**src/rtl/mem_access.sv**
```systemverilog
// mem_access: MEM stage that drives a req/ack data memory and holds the pipeline
// until the access completes; misaligned or trapped accesses become a 1-cycle trap.
module mem_access (
  input  logic        clk,
  input  logic        reset_n,
  input  logic        PIP_write_mem_i,
  input  logic        PIP_read_mem_i,
  input  logic [31:0] PIP_alu_result_i,
  input  logic [31:0] PIP_second_operand_i,
  input  logic [1:0]  PIP_mem_size_i,
  input  logic        PIP_mem_unsigned_i,
  input  logic        PIP_use_mem_i,
  input  logic        PIP_write_reg_i,
  input  logic [4:0]  PIP_rd_i,
  input  logic        PIP_TRAP_i,
  output logic        dmem_req_o,
  output logic        dmem_we_o,
  output logic [31:0] dmem_addr_o,
  output logic [31:0] dmem_wdata_o,
  output logic [3:0]  dmem_be_o,
  input  logic        dmem_ack_i,
  input  logic [31:0] dmem_rdata_i,
  output logic        stall_o,
  output logic [31:0] PIP_result_o,
  output logic [4:0]  PIP_rd_o,
  output logic        PIP_write_reg_o,
  output logic        PIP_TRAP_o
);
  typedef enum logic {IDLE, BUSY} state_t;
  state_t      r_state;
  logic [31:0] r_addr;
  logic [1:0]  r_size;
  logic        r_unsigned;
  logic        r_use_mem;
  logic        r_write_reg;
  logic [4:0]  r_rd;
  logic        w_mem;
  logic        w_aligned;
  logic        w_access;
  logic [3:0]  w_be;
  logic [31:0] w_wdata;
  logic [7:0]  w_byte;
  logic [15:0] w_half;
  logic [31:0] w_load;

  assign w_mem     = PIP_write_mem_i | PIP_read_mem_i;
  assign w_aligned = PIP_mem_size_i == 2'b00 ? 1'b1 :
                     PIP_mem_size_i == 2'b01 ? !PIP_alu_result_i[0] :
                     PIP_alu_result_i[1:0] == 2'b00;
  assign w_access  = w_mem & !PIP_TRAP_i & w_aligned;
  // BUSY ignores the (frozen) EX/MEM inputs and only waits for ack
  assign stall_o   = r_state == IDLE ? w_access : !dmem_ack_i;

  assign w_be    = PIP_mem_size_i == 2'b00 ? 4'b0001 << PIP_alu_result_i[1:0] :
                   PIP_mem_size_i == 2'b01 ? 4'b0011 << PIP_alu_result_i[1:0] : 4'b1111;
  assign w_wdata = PIP_mem_size_i == 2'b00 ? {4{PIP_second_operand_i[7:0]}} :
                   PIP_mem_size_i == 2'b01 ? {2{PIP_second_operand_i[15:0]}} : PIP_second_operand_i;

  assign w_byte = dmem_rdata_i[{r_addr[1:0], 3'b000} +: 8];
  assign w_half = r_addr[1] ? dmem_rdata_i[31:16] : dmem_rdata_i[15:0];
  assign w_load = r_size == 2'b00 ? {{24{!r_unsigned & w_byte[7]}}, w_byte} :
                  r_size == 2'b01 ? {{16{!r_unsigned & w_half[15]}}, w_half} : dmem_rdata_i;

  always_ff @(posedge clk) begin
    if (!reset_n) begin
      r_state         <= IDLE;
      dmem_req_o      <= 1'b0;
      dmem_we_o       <= 1'b0;
      dmem_addr_o     <= '0;
      dmem_wdata_o    <= '0;
      dmem_be_o       <= '0;
      PIP_result_o    <= '0;
      PIP_rd_o        <= '0;
      PIP_write_reg_o <= 1'b0;
      PIP_TRAP_o      <= 1'b0;
      r_addr          <= '0;
      r_size          <= '0;
      r_unsigned      <= 1'b0;
      r_use_mem       <= 1'b0;
      r_write_reg     <= 1'b0;
      r_rd            <= '0;
    end else if (r_state == IDLE) begin
      if (w_access) begin
        r_state         <= BUSY;
        dmem_req_o      <= 1'b1;
        dmem_we_o       <= PIP_write_mem_i;
        dmem_addr_o     <= {PIP_alu_result_i[31:2], 2'b00};
        dmem_wdata_o    <= w_wdata;
        dmem_be_o       <= w_be;
        r_addr          <= PIP_alu_result_i;
        r_size          <= PIP_mem_size_i;
        r_unsigned      <= PIP_mem_unsigned_i;
        r_use_mem       <= PIP_use_mem_i;
        r_write_reg     <= PIP_write_reg_i & !PIP_write_mem_i;
        r_rd            <= PIP_rd_i;
        PIP_write_reg_o <= 1'b0;
        PIP_TRAP_o      <= 1'b0;
      end else begin
        // a memory op that is not an access was either trapped upstream or misaligned
        PIP_result_o    <= PIP_alu_result_i;
        PIP_rd_o        <= PIP_rd_i;
        PIP_write_reg_o <= PIP_write_reg_i & !w_mem & !PIP_TRAP_i;
        PIP_TRAP_o      <= PIP_TRAP_i | w_mem;
      end
    end else if (dmem_ack_i) begin
      r_state         <= IDLE;
      dmem_req_o      <= 1'b0;
      PIP_result_o    <= r_use_mem ? w_load : r_addr;
      PIP_rd_o        <= r_rd;
      PIP_write_reg_o <= r_write_reg;
      PIP_TRAP_o      <= 1'b0;
    end
  end
endmodule

```
**config.mk**
```make
export PLATFORM = sky130hd
export DESIGN_NAME = mem_access
export DESIGN_NICKNAME = d
export VERILOG_FILES = /design/src/rtl/mem_access.sv
export SDC_FILE = /design/constraint.sdc
export NUM_CORES = 1
export LEC_CHECK = 0
export ABC_AREA = 1
export ABC_CLOCK_PERIOD_IN_PS = 2000
export BUFFER_PORTS_ARGS = -buffer_cell sky130_fd_sc_hd__buf_2
export CORE_UTILIZATION = 39
export CTS_CLUSTER_DIAMETER = 120
export CTS_CLUSTER_SIZE = 20
export DETAILED_ROUTE_END_ITERATION = 10
export PLACE_DENSITY = 0.69
export SLEW_MARGIN = 20
export SYNTH_ARGS = -nofsm -noshare
export SYNTH_HDL_FRONTEND = slang
export SYNTH_SLANG_ARGS = --single-unit
```
**constraint.sdc**
```tcl
create_clock -name clk -period 2 [get_ports clk]
set_clock_uncertainty 0.1 [all_clocks]
set_input_delay 0 -clock clk [delete_from_list [all_inputs] [get_ports clk]]
set_output_delay 0 -clock clk [all_outputs]
set_load 0.1 [all_outputs]
```
Word level (Yosys, flattened, before mapping)
Index checks and enable logic that the tools add are counted.
{"block": "totals", "elab_cells": 74, "regBits": 150, "inputBits": 112}
{"block": "op_classes", "n_reduce_logical": 13, "mux": 28, "bitwise_logic": 10, "n_shift": 3, "eq_ne": 4}
{"cell": "two-way mux 32 bit", "n": 8}
{"cell": "variable part select 32 x 6 -> 8 bit", "n": 1}
{"cell": "two-way mux 16 bit", "n": 1}
{"cell": "two-way mux 5 bit", "n": 3}
{"cell": "two-way mux 1 bit", "n": 14}
{"cell": "two-way mux 4 bit", "n": 2}
{"cell": "bitwise AND 1 bit", "n": 7}
{"cell": "logical NOT 1 bit", "n": 6}
{"cell": "logical NOT 2 bit", "n": 3}
{"cell": "AND reduction 2 bit", "n": 3}
{"cell": "== test 2 x 1 -> 1 bit, second input constant", "n": 2}
{"cell": "!= test 2 bit, second input constant", "n": 2}
{"cell": "<< shifter 1 x 2 -> 4 bit, first input constant", "n": 1}
{"cell": "<< shifter 2 x 2 -> 4 bit, first input constant", "n": 1}
{"cell": "OR 1 bit", "n": 2}
{"cell": "nonzero test 2 bit", "n": 1}
{"cell": "inverter 1 bit", "n": 1}

Depth between registers and ports, before layout
Gate-level depths: netlist of run 1.
{"block": "logic_depth", "ltp_word": 7, "ltp_mapped": 11, "ltp_nobuf": 9}

Worst setup path after synthesis of run 1
Ideal clock, no wire load.
{"block": "synth_timing", "path_type": "register to register", "from": "register r_state", "to": "register PIP_result_o[22]", "arrival_time_ns": 1.560, "stages_incl_launch_ff": 8, "setup_slack_ns": 0.270, "t_required_ns": 1.830, "path_buffers": 2, "setup_time_ns": 0.070, "path_cell_list": "dfxtp_1 > buf_2 > inv_2 > nand3_2 > nand2_1 > buf_2 > nor2_1 > a21oi_1"}
{"block": "synth_via", "elab_chain_len": 2}
{"element": "start: declaration", "line_no": "30", "text": "state_t r_state;"}
{"element": "start signal: assignment", "line_no": "66", "text": "r_state <= IDLE;"}
{"element": "start signal: assignment", "line_no": "84", "text": "r_state <= BUSY;"}
{"element": "start signal: assignment", "line_no": "106", "text": "r_state <= IDLE;"}
{"element": "!= test 2 bit (no line)"}
{"element": "AND reduction 2 bit (no line)"}
{"element": "end signal: assignment", "line_no": "100", "text": "PIP_result_o <= PIP_alu_result_i;"}
{"element": "end signal: assignment", "line_no": "108", "text": "PIP_result_o <= r_use_mem ? w_load : r_addr;"}
{"element": "end: declaration", "line_no": "24", "text": "output logic [31:0] PIP_result_o,"}
Several ways; a longest one is shown, not always the timed one.
A chain may end at the register's enable or synchronous reset.

Worst setup path in the final report of run 1
{"block": "layout_timing", "from": "register r_state", "to": "register r_write_reg"}
{"block": "layout_via", "elab_chain_len": 2}
{"element": "inverter 1 bit (no line)"}
{"element": "AND reduction 2 bit (no line)"}
{"element": "end signal: assignment", "line_no": "94", "text": "r_write_reg <= PIP_write_reg_i & !PIP_write_mem_i;"}
{"element": "end: declaration", "line_no": "35", "text": "logic r_write_reg;"}
No other way between the ends.

==> results.tsv, run 1 <==
stage	metric	value	unit
clock_network	CTS Buffer Depth	2	
pwr	Design Power	8670	µW
sta	Tcrit/Tclk final	0.944	
pwr	Worst VDD drop	0.660	mV
synthesis	Post-synth EDFFs	0	
clock_network	Reg clk slew, reported paths	0.05	ns
routing	Routed WL	22500	µm
synthesis	most numerous cell in the Yosys netlist	nand2_1	
final_layout	Final Cell Area	9360	µm²
synthesis	post-synthesis area per instance	6.24	µm²
synthesis	Netlist Area Pre-Place	6590	µm²
flow_run	MaxCap Viol Count	0	
place	PortBufs	219	
synthesis	YS warnings	0	
setup_path	register-to-register setup slack	0.11	ns
final_layout	Final Net Count	1441	
floorplan	core area	16500	µm²
sta	fmax	0.530	GHz
outcome	status	finished, final reports clean	
sta	Hold Fails Final Rpt	0	
place	DP HPWL	14800	µm
setup_path	Req. time, crit path	2.20	ns
synthesis	commonest register cell after synthesis	dfxtp_1	
global_routing	grt ovf	0	
pwr	P_leak	0.00454	µW
floorplan	Die ar.	17400	µm²
setup_path	crit-path max FO	24	
worst_hold_path	WHS Endpoint	PIP_result_o[11]	
synthesis	Commonest cells post-synth	nand2_1, a21oi_1, inv_1	
routing	ANT nets after route	0	
synthesis	Synth top area share	0.364	
synthesis	flops & latches, synth	120	
clock_network	Worst-Skew Late Latency	0.42	ns
clock_network	CTS Root Cell	clkbuf_16	
pwr	Power Density	927	nW/µm²
place	Place WS	0.154	ns
sta	slew at the pin with the worst max-slew slack	0.626	ns
sta	setup total negative slack	0	ns
global_routing	first-pass GRT wire length	36100	µm
final_layout	share of layout cells above drive strength 1	0.215	
synthesis	Seq/Total Area, Yosys	0.364	
routing	vias after detailed routing	7600	
place	Final Wtd Congestion	0.889	
setup_path	r2r startpoint	r_state	
sta	Slew headroom	0.583	
global_routing	vias in the first global route	7374	
global_routing	total track usage	0.260	
floorplan	die width	132	µm
clock_network	clk sinks	120	
setup_path	Worst EP arrival	2.09	ns
synthesis	cell taking the most area after synthesis	dfxtp_1	
setup_path	startpoint types	flip-flop	
final_layout	area delta synth->final	42.0	%
sta	fin. max-slew vios	0	
floorplan	Initial Util	0.399	
sta	final worst setup slack	0.113	ns
floorplan	Row Count	47	
sta	Final Critical Period	1.89	ns
final_layout	Fill cells	1558	
routing	Initial DRT Pass Iterations	5	
worst_hold_path	Worst Hold Class	in -> reg	
floorplan	Top Ports	222	
global_routing	largest net degree at the start of global routing	77	
clock_network	cts bufs inserted	17	
setup_path	Setup CP Type	reg -> reg	
routing	First DRT Iteration DRCs	477	
routing	Post-route DRC	0	
synthesis	post-synthesis cell count	1056	
global_routing	initial antenna violation count	1	
routing	detailed-route wire length per cell	14.4	µm
worst_hold_path	Hold Crit Start	dmem_rdata_i[27]	
setup_path	reg2reg end	r_write_reg	
routing	drt via density	4.87	
synthesis	top post-synthesis cells by area	dfxtp_1, nand2_1, a21oi_1	
synthesis	Netlist cell types	28	
clock_network	htree depth	4	
clock_network	TritonCTS clock tree	yes	
place	DP Area	7640	µm²
worst_hold_path	WHS Path Cells	7	
setup_path	Worst R2R Path Depth	7	
floorplan	die height	132	µm
synthesis	Post-synth ARST share	0	
sta	setup violators final	0	
final_layout	top flop regs	PIP_result_o: 32 flops, dmem_wdata_o: 32 flops, r_addr: 32 flops	
setup_path	Critical Path Sink Type	flip-flop	
[worst max-delay path, cell delays in order (launching register included)]
cell and delay [ns]:
dfxtp_1 0.45, inv_2 0.10, nand3_4 0.11, buf_4 0.28
nor2_2 0.07, nand2_1 0.06, dlygate4sd3_1 0.54, a21oi_1 0.06
[layer usage]
metal / up-vias / track usage / routed length [µm]
li1: 3812 / - / -
met1: 3428 / 0.304 / 9330
met2: 312 / 0.444 / 10700
met3: 48 / 0.0634 / 1720
met4: 0 / 0.127 / 727
met5: - / 0 / 0
[kinds of logic (layout without fill, tap and decap cells)]
logic type / Yosys count / count (layout) / share of synthesized area
and+or+nand+nor: 479 / 479 / 0.292
DFF: 120 / 120 / 0.364
AOI/OAI and AO/OA: 217 / 217 / 0.169
muxes: 5 / 5 / 0.00759
other: 1 / 3 / 0.000569
buffers and inverters: 230 / 511 / 0.159
adders and majority gates: 4 / 4 / 0.00759
[power breakdown]
| group | internal (µW) | switching, µW | total (µW) | leakage (µW) |
|---|---|---|---|---|
| clock network | 2180 | 1150 | 3340 | 0.000305 |
| registers | 2580 | 112 | 2690 | 0.000987 |
| logic | 634 | 2010 | 2650 | 0.00325 |
| total | 5390 | 3280 | 8670 | 0.00454 |
[placed cells by master (no fill, tap or decap), types with 2 or more instances in the layout]
cell type	n
a22oi_1	2
nand4_1	2
o21ai_0	48
buf_2	218
clkinvlp_4	3
dfxtp_1	120
inv_2	5
mux2i_1	5
inv_1	126
nand3_2	3
nor2_4	3
nor2_1	71
a21oi_1	151
bufinv_16	4
buf_4	18
nand2_1	334
clkinv_2	2
clkbuf_16	17
clkbuf_8	3
conb_1	2
o21ai_1	7
o211ai_1	5
ha_1	4
clkinv_4	2
nor2_2	2
dlygate4sd3_1	105
buf_12	4
nand3_1	62
[through the flow]
stage,utilization,hold WS (ns),std cells
3_5_place_dp,0.462,0.167,1420
2_1_floorplan,-,0.0426,1057
5_1_grt,0.566,0.0389,1559
4_1_cts,0.565,0.00382,1558
3_3_place_gp,0.462,0.154,1420
6_report,0.566,0.0144,1559
[layout make-up]
class | instances | area (µm²) | share of cell area
Sequential cell | 120 | 2400 | 0.257
Multi-Input combinational cell | 707 | 3160 | 0.338
Antenna cell | 1 | 2.50 | 0.000267
Timing Repair Buffer | 347 | 2380 | 0.254
Clock buffer | 21 | 470 | 0.0503
Tap cell | 220 | 275 | 0.0294
Inverter | 132 | 495 | 0.0529
Clock inverter | 11 | 170 | 0.0182
[timing repair]
action,CTS,global route
hold endpoints to repair,118,0
gates resized for setup,0,5
buffers inserted,0,0
hold buffers,106,0
endpoints found under the setup margin,0,2
[worst max path at each step]
stage / slack [ns] / from / end / cells past startpoint
global route: -0.01 / r_state / r_write_reg / 7
CTS: 0.03 / PIP_write_mem_i / PIP_write_reg_o / 7
detailed placement: 0.15 / PIP_alu_result_i[1] / PIP_result_o[1] / 11
floorplan: 0.27 / r_state / PIP_result_o[22] / 7
finish: 0.11 / r_state / r_write_reg / 7
global placement: 0.22 / PIP_alu_result_i[0] / PIP_result_o[3] / 11
(Power assumes the default switching activity.)
==> inputs of run 2 (changes only) <==
RECOVER_POWER = 50   (was default)
REMOVE_ABC_BUFFERS = 1   (was default)
==> run 2 against run 1 <==
Net effect: worst hold slack worse by 0.0088 ns; worst setup slack got worse by 0.064 ns; sequential cell count stayed put; utilization decreased by 0.20 points; die area unchanged; clock-buffer cell count fell by 1; sequential share of layout area grew 0.090 points; global-route usage fell by 0.87 points; first-iteration DRC count is 4.2% higher; power down 1.4%; routed wire length is 0.66% lower.
==> results.tsv, run 2 (synthesis gave the netlist of run 1 again) <==
stage	metric	value	unit	change
routing	wl on met1	9750	µm	+4.5%
final_layout	top flop regs	PIP_result_o: 32 flops, dmem_wdata_o: 32 flops, r_addr: 32 flops		
setup_path	Worst R2R Path Depth	5		-2
floorplan	die width	132	µm	unchanged
final_layout	Final Net Count	1450		+0.62%
routing	Initial DRT Pass Iterations	5		unchanged
setup_path	Worst EP arrival	1.85	ns	-0.24 ns
final_layout	Fill cells	1647		+5.7%
final_layout	most frequent cells in the layout	nand2_1, a21oi_1, inv_1		
global_routing	first-pass GRT wire length	35200	µm	-2.4%
routing	routed wl met3	1590	µm	-7.5%
routing	First DRT Iteration DRCs	497		+4.2%
sta	final worst setup slack	0.0491	ns	-0.0638 ns
clock_network	cts bufs inserted	17		unchanged
routing	ANT nets after route	0		unchanged
outcome	status	finished, final reports clean		
floorplan	core area	16500	µm²	unchanged
worst_hold_path	Worst Hold Class	in -> reg		
place	Place WS	0.233	ns	+0.0797 ns
sta	setup violators final	0		unchanged
global_routing	largest net degree at the start of global routing	52		-32%
sta	Fin Hold WS	0.00564	ns	-0.00878 ns
place	DP Area	7690	µm²	+0.69%
setup_path	r2r startpoint	r_state		
routing	met2 WL post-DR	10500	µm	-1.8%
setup_path	CP startpoint	PIP_alu_result_i[0]		
final_layout	Final Cell Area	9330	µm²	-0.35%
floorplan	Die ar.	17400	µm²	unchanged
routing	Routed WL	22400	µm	-0.66%
global_routing	total track usage	0.251		-0.00869
floorplan	Top Ports	222		unchanged
clock_network	CTS Root Cell	clkbuf_16		
clock_network	clk sinks	120		unchanged
sta	fmax	0.513	GHz	-3.3%
setup_path	Setup CP Type	in -> out		
sta	Slew headroom	0.202		-0.381
flow_run	MaxCap Viol Count	0		unchanged
pwr	Power Density	917	nW/µm²	-1.0%
clock_network	TritonCTS clock tree	yes		
floorplan	Row Count	47		unchanged
final_layout	most common cell after layout, fill and taps aside	nand2_1		
place	DP HPWL	14700	µm	-0.45%
setup_path	reg2reg end	PIP_write_reg_o		
place	Final Wtd Congestion	0.912		+2.5%
global_routing	grt ovf	0		unchanged
global_routing	initial antenna violation count	1		unchanged
routing	Top Layer Used	met4		
routing	vias after detailed routing	7538		-0.82%
floorplan	die height	132	µm	unchanged
sta	fin. max-slew vios	0		unchanged
final_layout	share of layout cells above drive strength 1	0.160		-0.0549
global_routing	vias in the first global route	7187		-2.5%
routing	detailed-route wire length per cell	14.3	µm	-1.2%
sta	Final Critical Period	1.95	ns	+0.0638 ns
setup_path	startpoint types	input pin		
setup_path	Critical Path Sink Type	output pin		
setup_path	Req. time, crit path	1.90	ns	-0.30 ns
setup_path	Setup crit end	stall_o		
clock_network	htree depth	4		unchanged
routing	Post-route DRC	0		unchanged
pwr	Design Power	8550	µW	-1.4%
sta	slew at the pin with the worst max-slew slack	1.20	ns	+0.577 ns
clock_network	Reg clk slew, reported paths	0.05	ns	about the same
sta	Tcrit/Tclk final	0.975		+0.0319
pwr	P_leak	0.00426	µW	-6.2%
setup_path	crit-path max FO	13		-46%
routing	drt via density	4.81		-1.4%
clock_network	Worst-Skew Late Latency	0.41	ns	about the same
final_layout	area delta synth->final	41.5	%	
final_layout	fin cells	1568		+0.58%
sta	RSZ-0062 raised after global routing	true		
sta	Hold Fails Final Rpt	0		unchanged
place	Placed Cells	1427		+0.49%
pwr	Worst VDD drop	0.495	mV	-25%
place	PortBufs	219		unchanged
setup_path	register-to-register setup slack	0.22	ns	+0.11 ns
clock_network	CTS Buffer Depth	2		unchanged
floorplan	Initial Util	0.399		unchanged
==> run 2: cell types whose count changed in the layout (fill, tap and decap cells not counted), moves of 2 or more <==
cell       change
inv_6          +4
clkbuf_2      +28
clkbuf_16      +2
clkbuf_8       -2
clkbuf_1      +80
buf_2        -107
clkinv_2       -2
buf_4          +8
==> run 2: through the flow <==
| stage | TNS [ns] | util |
|---|---|---|
| floorplan | -144.63 | - |
| global placement | 0 | 0.466 |
| detailed placement | 0 | 0.466 |
| CTS | 0 | 0.567 |
| global route | -0.229 | 0.564 |
| finish | 0 | 0.564 |
==> run 2: critical path, stage by stage <==
cell,delay (ns)
dlygate4sd3_1,0.54
buf_2,0.16
inv_1,0.08
ha_1,0.16
o21ai_1,0.08
nor2_2,0.15
nand3_4,0.15
nand2_4,0.16
buf_12,0.17
buf_12,0.18
==> run 2: how the worst min path moves through the flow <==
| stage | from | endpoint | depth (start not counted) |
|---|---|---|---|
| after global routing | reset_n | PIP_result_o[11] | 4 |
| after floorplan | reset_n | PIP_result_o[10] | 2 |
| after CTS | dmem_rdata_i[12] | PIP_result_o[12] | 7 |
| after detailed placement | PIP_alu_result_i[30] | r_addr[30] | 3 |
| after global placement | PIP_alu_result_i[23] | r_addr[23] | 3 |
| final | dmem_rdata_i[23] | PIP_result_o[7] | 5 |
==> run 2: timing repair <==
action | 4_1_cts | 5_1_grt
hold endpoints to repair | 118 | 0
buffers inserted | 0 | 0
hold buffers | 106 | 0
gates resized for setup | 0 | 2
setup endpoints to repair | 0 | 6
==> run 2: layer usage <==
metal / vias up / global-route usage
li1: 3828 / -
met4: 0 / 0.0982
met5: - / 0
met1: 3418 / 0.297
met2: 262 / 0.433
met3: 30 / 0.0665
==> run 2: final cells by class <==
cell class	count	area (µm²)	share of cell area
Antenna cell	1	2.50	0.000268
Inverter	132	495	0.0531
Clock inverter	12	166	0.0178
Sequential cell	120	2400	0.258
Multi-Input combinational cell	707	3160	0.339
Tap cell	220	275	0.0295
Clock buffer	20	447	0.0479
Timing Repair Buffer	356	2380	0.255
==> run 2: power by group <==
group / internal, µW / total [µW] / switching [µW]
clock: 2010 / 3210 / 1200
sequential: 2580 / 2690 / 110
combinational: 629 / 2660 / 2030
total: 5220 / 8550 / 3340
==> inputs of run 3 (changes only) <==
BUFFER_PORTS_ARGS = -buffer_cell sky130_fd_sc_hd__clkbuf_2   (was -buffer_cell sky130_fd_sc_hd__buf_2)
==> run 3 against run 2 <==
Net effect: via count is essentially flat; combinational power is essentially flat; critical path depth shrank 3; power shrank 0.20%; register-to-register slack is essentially flat; global-route usage grew 0.61 points; maximum frequency grew 1.8%; sequential share of layout area shrank 0.16 points; non-clock buffer count grew 10; clock power is essentially flat.
==> results.tsv, run 3 (synthesis gave the netlist of run 1 again) <==
stage	metric	value	unit	change
clock_network	TritonCTS clock tree	yes		
setup_path	r2r startpoint	r_state		
place	Place WS	0.189	ns	-0.0440 ns
setup_path	Critical Path Sink Type	flip-flop		
place	DP HPWL	14900	µm	+0.94%
sta	final worst setup slack	0.0828	ns	+0.0338 ns
sta	Fin Hold WS	0.0181	ns	+0.0124 ns
clock_network	htree depth	4		unchanged
final_layout	most frequent cells in the layout	nand2_1, a21oi_1, clkbuf_2		
sta	Tcrit/Tclk final	0.959		-0.0169
setup_path	Worst EP arrival	2.16	ns	+0.31 ns
clock_network	Reg clk slew, reported paths	0.05	ns	about the same
setup_path	Setup crit end	PIP_write_reg_o		
clock_network	CTS Root Cell	clkbuf_16		
place	DP Area	7710	µm²	+0.20%
global_routing	total track usage	0.258		+0.00610
routing	vias after detailed routing	7541		+0.040%
final_layout	fin cells	1575		+0.45%
clock_network	cts bufs inserted	17		unchanged
routing	Routed WL	22200	µm	-0.74%
setup_path	reg2reg end	PIP_write_reg_o		
place	Final Wtd Congestion	0.878		-3.8%
setup_path	register-to-register setup slack	0.23	ns	about the same
final_layout	area delta synth->final	42.4	%	
final_layout	share of layout cells above drive strength 1	0.152		-0.00833
setup_path	Setup CP Type	in -> reg		
sta	setup violators final	0		unchanged
floorplan	Die ar.	17400	µm²	unchanged
sta	Hold Fails Final Rpt	0		unchanged
floorplan	die height	132	µm	unchanged
pwr	P_leak	0.00430	µW	+0.83%
setup_path	startpoint types	input pin		
place	Placed Cells	1429		+0.14%
floorplan	Top Ports	222		unchanged
sta	setup total negative slack	0	ns	unchanged
outcome	status	finished, final reports clean		
sta	Final Critical Period	1.92	ns	-0.0338 ns
final_layout	Final Cell Area	9390	µm²	+0.63%
global_routing	largest net degree at the start of global routing	53		+1.9%
setup_path	Worst R2R Path Depth	5		unchanged
floorplan	core area	16500	µm²	unchanged
sta	fmax	0.522	GHz	+1.8%
flow_run	MaxCap Viol Count	0		unchanged
global_routing	initial antenna violation count	0		-1
sta	fin. max-slew vios	0		unchanged
pwr	Worst VDD drop	0.628	mV	+27%
final_layout	top flop regs	PIP_result_o: 32 flops, dmem_wdata_o: 32 flops, r_addr: 32 flops		
sta	RSZ-0062 raised after global routing	false		
worst_hold_path	Worst Hold Class	in -> reg		
final_layout	most common cell after layout, fill and taps aside	nand2_1		
routing	Post-route DRC	0		unchanged
clock_network	Worst-Skew Late Latency	0.41	ns	about the same
place	PortBufs	219		unchanged
floorplan	Row Count	47		unchanged
pwr	Power Density	909	nW/µm²	-0.83%
global_routing	first-pass GRT wire length	36000	µm	+2.1%
routing	Initial DRT Pass Iterations	5		unchanged
setup_path	Req. time, crit path	2.25	ns	+0.35 ns
global_routing	vias in the first global route	7209		+0.31%
clock_network	CTS Buffer Depth	2		unchanged
setup_path	CP startpoint	PIP_write_mem_i		
floorplan	Initial Util	0.399		unchanged
sta	Slew headroom	0.184		-0.0175
routing	detailed-route wire length per cell	14.1	µm	-1.2%
final_layout	Ant. Diodes	0		-1
setup_path	crit-path max FO	3		-10
global_routing	grt ovf	0		unchanged
sta	slew at the pin with the worst max-slew slack	1.23	ns	+0.0263 ns
clock_network	clk sinks	120		unchanged
routing	drt via density	4.79		-0.40%
routing	First DRT Iteration DRCs	313		-37%
routing	ANT nets after route	0		unchanged
floorplan	die width	132	µm	unchanged
final_layout	Final Net Count	1460		+0.69%
run 3: cell types whose count changed in the layout (fill, tap and decap cells not counted), sizes merged:
cell | previous run | this run
buf | 141 | 34
clkbuf | 129 | 242
clkinvlp | 2 | 1
diode | 1 | 0
dlygate4sd3 | 106 | 113
inv | 135 | 131
run 3: how the worst min path moves through the flow:
stage | from | depth (start not counted) | endpoint | slack, ns
final | dmem_rdata_i[6] | 7 | PIP_result_o[6] | 0.02
after global routing | dmem_rdata_i[0] | 7 | PIP_result_o[0] | 0.06
after CTS | dmem_rdata_i[0] | 7 | PIP_result_o[0] | 0.009
after detailed placement | PIP_alu_result_i[28] | 3 | r_addr[28] | 0.15
after global placement | PIP_rd_i[4] | 3 | r_rd[4] | 0.15
after floorplan | reset_n | 2 | PIP_result_o[10] | 0.02
run 3: layout make-up:
class	count	area (µm²)
fill	1627	7140
clock inverter	7	116
tap	220	275
multi-input combinational	707	3160
timing repair buffer	366	2440
clock buffer	23	498
sequential	120	2400
inverter	132	495
run 3: what timing repair did:
item / 4_1_cts / 5_1_grt
setup endpoints to repair: 0 / 3
gates resized for setup: 0 / 1
hold buffers: 113 / 0
buffers inserted: 0 / 3
hold endpoints to repair: 117 / 0
run 3: power by group:
part	internal (µW)	leakage (µW)	switching (µW)
sequential	2580	0.000987	112
combinational	629	0.00301	2020
clock	2110	0.000301	1090
total	5310	0.00430	3220
run 3: metal layers:
layer	vias to the layer above	routed length (µm)	track usage	share of wire
met5	-	0	0	0
met4	0	544	0.0898	0.025
met3	41	1860	0.0773	0.084
met2	319	10600	0.438	0.48
met1	3337	9190	0.307	0.41
li1	3844	-	-	-
run 3: critical path, cell delays in order:
cell and delay (ns):
dlygate4sd3_1 0.54, clkbuf_2 0.13, nor2_2 0.17, dlygate4sd3_1 0.57, nand4_1 0.07, dlygate4sd3_1 0.58
a31oi_1 0.11
run 3: per-stage QoR:
| step | utilization | total power, µW |
|---|---|---|
| 4_1_cts | 0.572 | 8610 |
| 2_1_floorplan | - | 4590 |
| 6_report | 0.568 | 8540 |
| 5_1_grt | 0.568 | 8880 |
| 3_5_place_dp | 0.466 | 5210 |
| 3_3_place_gp | 0.466 | 5190 |
